### config.mk
export PLATFORM = sky130hd
export DESIGN_NAME = stopwatch
export DESIGN_NICKNAME = d
export VERILOG_FILES = /design/src/rtl/stopwatch.sv
export SDC_FILE = /design/constraint.sdc
export NUM_CORES = 1
export LEC_CHECK = 0
export CORE_MARGIN = 2
export CORE_UTILIZATION = 60
export DETAILED_ROUTE_END_ITERATION = 10
export GPL_TIMING_DRIVEN = 0
export PLACE_DENSITY_LB_ADDON = 0.05
export SYNTH_ARGS = -nofsm -noshare
export SYNTH_HDL_FRONTEND = slang
export SYNTH_SLANG_ARGS = --single-unit
### constraint.sdc
create_clock -name clk -period 6.05 [get_ports clk]
set_input_delay 1.21 -clock clk [delete_from_list [all_inputs] [get_ports clk]]
set_output_delay 1.21 -clock clk [all_outputs]
set_load 0.02 [all_outputs]
### src/rtl/stopwatch.sv
// Count-up mm:ss stopwatch with BCD digits, pause/resume, lap freeze and saturation at 99:59.
// Latency: one cycle from command to registered outputs. No backpressure.
module stopwatch #(
   parameter int COUNT = 100_000_000
) (
   input  logic       clk,
   input  logic       rst,
   input  logic       start,
   input  logic       stop,
   input  logic       clear,
   input  logic       lap,
   output logic [3:0] sec_lo,
   output logic [3:0] sec_hi,
   output logic [3:0] min_lo,
   output logic [3:0] min_hi,
   output logic       running,
   output logic       lap_active,
   output logic       full
);

   localparam int PW = $clog2(COUNT);
   localparam logic [PW-1:0] PMAX = PW'(COUNT - 1);

   typedef enum logic [1:0] {S_IDLE, S_RUN, S_PAUSE, S_FULL} state_t;

   state_t        state_q, state_d;
   logic [PW-1:0] presc_q, presc_d;
   logic [15:0]   live_q, live_d;
   logic [15:0]   latch_q, latch_d;
   logic [15:0]   disp_q, disp_d;
   logic          lap_q, lap_d;
   logic          running_q, full_q;
   logic          tick;

   // Digits packed as {min_hi, min_lo, sec_hi, sec_lo}; callers never pass 99:59.
   function automatic logic [15:0] bcd_inc(input logic [15:0] v);
      logic [15:0] r;
      r = v;
      if (v[3:0] != 4'd9) begin
         r[3:0] = v[3:0] + 4'd1;
      end else begin
         r[3:0] = 4'd0;
         if (v[7:4] != 4'd5) begin
            r[7:4] = v[7:4] + 4'd1;
         end else begin
            r[7:4] = 4'd0;
            if (v[11:8] != 4'd9) begin
               r[11:8] = v[11:8] + 4'd1;
            end else begin
               r[11:8]  = 4'd0;
               r[15:12] = v[15:12] + 4'd1;
            end
         end
      end
      return r;
   endfunction

   always_comb begin
      state_d = state_q;
      presc_d = presc_q;
      live_d  = live_q;
      latch_d = latch_q;
      lap_d   = lap_q;
      tick    = (presc_q == PMAX);
      if (clear) begin
         state_d = S_IDLE;
         presc_d = '0;
         live_d  = '0;
         lap_d   = 1'b0;
      end else begin
         unique case (state_q)
            S_IDLE:  if (start && !stop) begin
                        state_d = S_RUN;
                        presc_d = '0;
                     end
            S_RUN:   if (stop) begin
                        state_d = S_PAUSE;
                     end else if (tick) begin
                        presc_d = '0;
                        if (live_q == 16'h9959) state_d = S_FULL;
                        else                    live_d  = bcd_inc(live_q);
                     end else begin
                        presc_d = presc_q + PW'(1);
                     end
            S_PAUSE: if (start && !stop) state_d = S_RUN;
            default: ;
         endcase
         // Freeze captures the pre-increment value when it coincides with a tick.
         if (lap && lap_q) begin
            lap_d = 1'b0;
         end else if (lap && state_q == S_RUN && !stop && !start) begin
            lap_d   = 1'b1;
            latch_d = live_q;
         end
      end
      disp_d = lap_d ? latch_d : live_d;
   end

   always_ff @(posedge clk) begin
      if (rst) begin
         state_q   <= S_IDLE;
         presc_q   <= '0;
         live_q    <= '0;
         latch_q   <= '0;
         disp_q    <= '0;
         lap_q     <= 1'b0;
         running_q <= 1'b0;
         full_q    <= 1'b0;
      end else begin
         state_q   <= state_d;
         presc_q   <= presc_d;
         live_q    <= live_d;
         latch_q   <= latch_d;
         disp_q    <= disp_d;
         lap_q     <= lap_d;
         running_q <= (state_d == S_RUN);
         full_q    <= (state_d == S_FULL);
      end
   end

   assign {min_hi, min_lo, sec_hi, sec_lo} = disp_q;
   assign running    = running_q;
   assign lap_active = lap_q;
   assign full       = full_q;

endmodule

==> results.yml <==
clock_tree:
  cts_setup_buffers: 0
  root_buffer: "clkbuf_8"
  ctsHoldBuffers: 0
  cts_buffers: 9
  clock_sinks: 80
  cts_tree: "done"
  post_cts_resized: 0
  clk_latency_ns: 0.35
  ctsLongestPathBuffers: 2
  htree_levels: 3
  clkSlewWorstSetupHoldPaths_ns: 0.08
logic_synthesis:
  synthesis.area_um2: 3495
  syn_inst: 386
  synth_compound_area_share_pct: 8.665
  synth_edf_count: 0
  dominantRegCellSynth: "dfxtp_1"
  synth_top_family_by_area: "simple AND/OR/NAND/NOR gates"
  synth_xor_area_share_pct: 7.018
  synthAdderAreaFrac_pct: 3.222
  syn_nets: 401
  yosysUniqueCellTypes: 51
  ys_ff_latch: 80
  syn_avg_cell_area_um2: 9.053
  ys_seq_area_share_pct: 45.83
  yosys.area_share.simple_pct: 27.28
  muxShareOfSynthArea_pct: 4.941
  async_flop_share_pct: 0
  yosysWarnings: 0
global_routing:
  grt_pass1_vias: 2734
  antenna_found_initial: 0
  grt_max_degree: 14
  grt_first_pass_wirelength_um: 12500
  overflow: 0
  track_usage_pct: 25.77
worst_setup_path:
  critPathBufInv: 2
  critPathLaunchType: "input port"
  worstRegToRegCells: 7
  required_ns: 6.29
  cp_slowest_cell: "clkdlybuf4s50_1"
  cp_slowest_stage_delay_ns: 0.48
  crit_chain: "clkdlybuf4s50_1 > or3b_1 > buf_6 > or3_4 > nor3_1 > and2_1 > mux2_2 > a221oi_1"
  r2r_end: "disp_q[13]"
  cp.arrival_ns: 3.87
  worstSetupEndpointType: "flip-flop"
  worst-path-max-fanout: 10
  reg2reg_slack_ns: 3.27
  cp.depth: 8
  path_class: "input port to flip-flop"
  rr_startpoint: "state_q[0]"
  cpLargestDelayFamily: "simple AND/OR/NAND/NOR gates"
hold_path:
  min-delay-path-class: "flip-flop to flip-flop"
  hold_end: "latch_q[5]"
  hold_start: "latch_q[5]"
  min_path_cells: 2
die:
  die-area_um2: 6451
  core_um2: 5574
  die_x_um: 80.32
  ios: 25
  dieHeight_um: 80.32
  start_util_pct: 62.69
  rows: 27
timing:
  fin_crit_sh_pct: 60.00
  fin_skew_ns: 0.009121
  setup_viol: 0
  finalSetupTns_ns: 0
  hold_violations: 0
  worst_slack_ns: 2.420
  slew_viol_final: 0
  period_needed_ns: 3.630
  rsz0062_at_grt: "no"
  worst_pin_slew_ns: 0.6635
  timing.hold.ws_ns: 0.4935
  max_freq_mhz: 275.5
  relSlewSlack_pct: 55.36
drt:
  ant_nets: 0
  drc: 0
  viasPerCell: 5.718
  wl_um: 7623
  wl_per_cell_um: 15.34
  dr.first_iter.drc_count: 140
  drtPass1Iterations: 4
  via_count: 2842
place:
  placement.cell_area_um2: 3815
  gp_congestion: 0.9076
  dp_cells: 481
  place_ws_ns: 2.093
  hpwl_um: 5508
  port_buffers: 23
power_and_ir_drop:
  power.density_nw_per_um2: 243.9
  power.total_uw: 984.4
  p_leak_nw: 1.535
  vdd_drop_max_mv: 0.2027
status:
  outcome: "complete, no violations"
final_layout:
  antenna_cells: 0
  fill_cells: 438
  area_delta_synth_final_pct: 15.50
  utilization_pct: 72.41
  design_area_um2: 4036
  layout_commonest_cell: "dfxtp_1"
  fin_nets: 435
  layout_common_cells: "80 x dfxtp_1, 75 x nor2_1, 23 x clkdlybuf4s50_1, 22 x nand2_1, 18 x xor2_1"
  instances_no_fill: 497
  drive_gt1_share_pct: 8.000
run:
  max_cap_viol_count: 0
-- cells in the mapped netlist (4+ instances only) --
| cell | n | share of area [%] |
|---|---|---|
| nand4_1 | 6 | 1.1 |
| o21ai_0 | 9 | 1.3 |
| and2_1 | 9 | 1.6 |
| ha_1 | 9 | 3.2 |
| and3_1 | 9 | 1.6 |
| nand3b_1 | 4 | 0.86 |
| nor3_1 | 10 | 1.4 |
| nand2_1 | 22 | 2.4 |
| dfxtp_1 | 80 | 46 |
| nor2_1 | 75 | 8.1 |
| mux2i_1 | 15 | 4.3 |
| buf_2 | 4 | 0.57 |
| and4_1 | 6 | 1.5 |
| inv_1 | 8 | 0.86 |
| xor2_1 | 18 | 4.5 |
| xnor2_1 | 10 | 2.5 |
| clkbuf_1 | 8 | 0.86 |
| nand2b_1 | 4 | 0.72 |
| a21oi_1 | 15 | 2.1 |
| a221oi_1 | 7 | 1.8 |
| nor4_1 | 6 | 1.1 |
| nand3_1 | 15 | 2.1 |
-- power breakdown --
group	switching [mW]	internal (mW)
combinational	0.0164	0.00697
clock	0.191	0.243
sequential	0.000665	0.527
-- worst min-delay path, cell delays in order, from the launching register on --
cell     delay, ns
dfxtp_1       0.31
a21oi_1       0.08
nor2_1        0.07
-- flip-flops by register name, indices dropped and copies added, names as in the netlist --
| signal | count |
|---|---|
| live_q | 16 |
| disp_q | 16 |
| state_q | 2 |
| lap_active | 1 |
| running | 1 |
| full | 1 |
| presc_q | 27 |
| latch_q | 16 |
-- cell families after synthesis --
kind of cell    count (synthesis)
buf+inv                        23
simple gates                  183
compound gates                 46
flops                          80
xor+xnor                       28
mux                            17
fa+ha+maj                       9
-- layout make-up --
cell class / count / area (um2) / area share (%)
buffer: 14 / 72.57 / 1.798
inverter: 9 / 33.78 / 0.8370
timing repair buffer: 23 / 230.2 / 5.704
sequential: 80 / 1602 / 39.68
clock inverter: 5 / 80.08 / 1.984
tap: 72 / 90.09 / 2.232
clock buffer: 11 / 141.4 / 3.503
multi-input combinational: 283 / 1787 / 44.27
-- how the worst max path moves through the flow --
stage                     startpoint  slack (ns)    endpoint
after floorplan                 stop        2.89  disp_q[13]
after global placement          stop        2.20  disp_q[13]
after detailed placement        stop        2.09  disp_q[13]
after CTS                       stop        2.47  disp_q[13]
after global routing            stop        2.41  disp_q[13]
final                           stop        2.42  disp_q[13]
-- layer usage --
metal	track usage, %	up-vias	part of all wire, %
met3	5.506	13	5.0
met4	11.36	0	1.8
met2	46.67	61	51
met5	0	-	0
met1	28.84	1347	43
li1	-	1421	-
No activity file was read; power rests on OpenSTA's default activity.
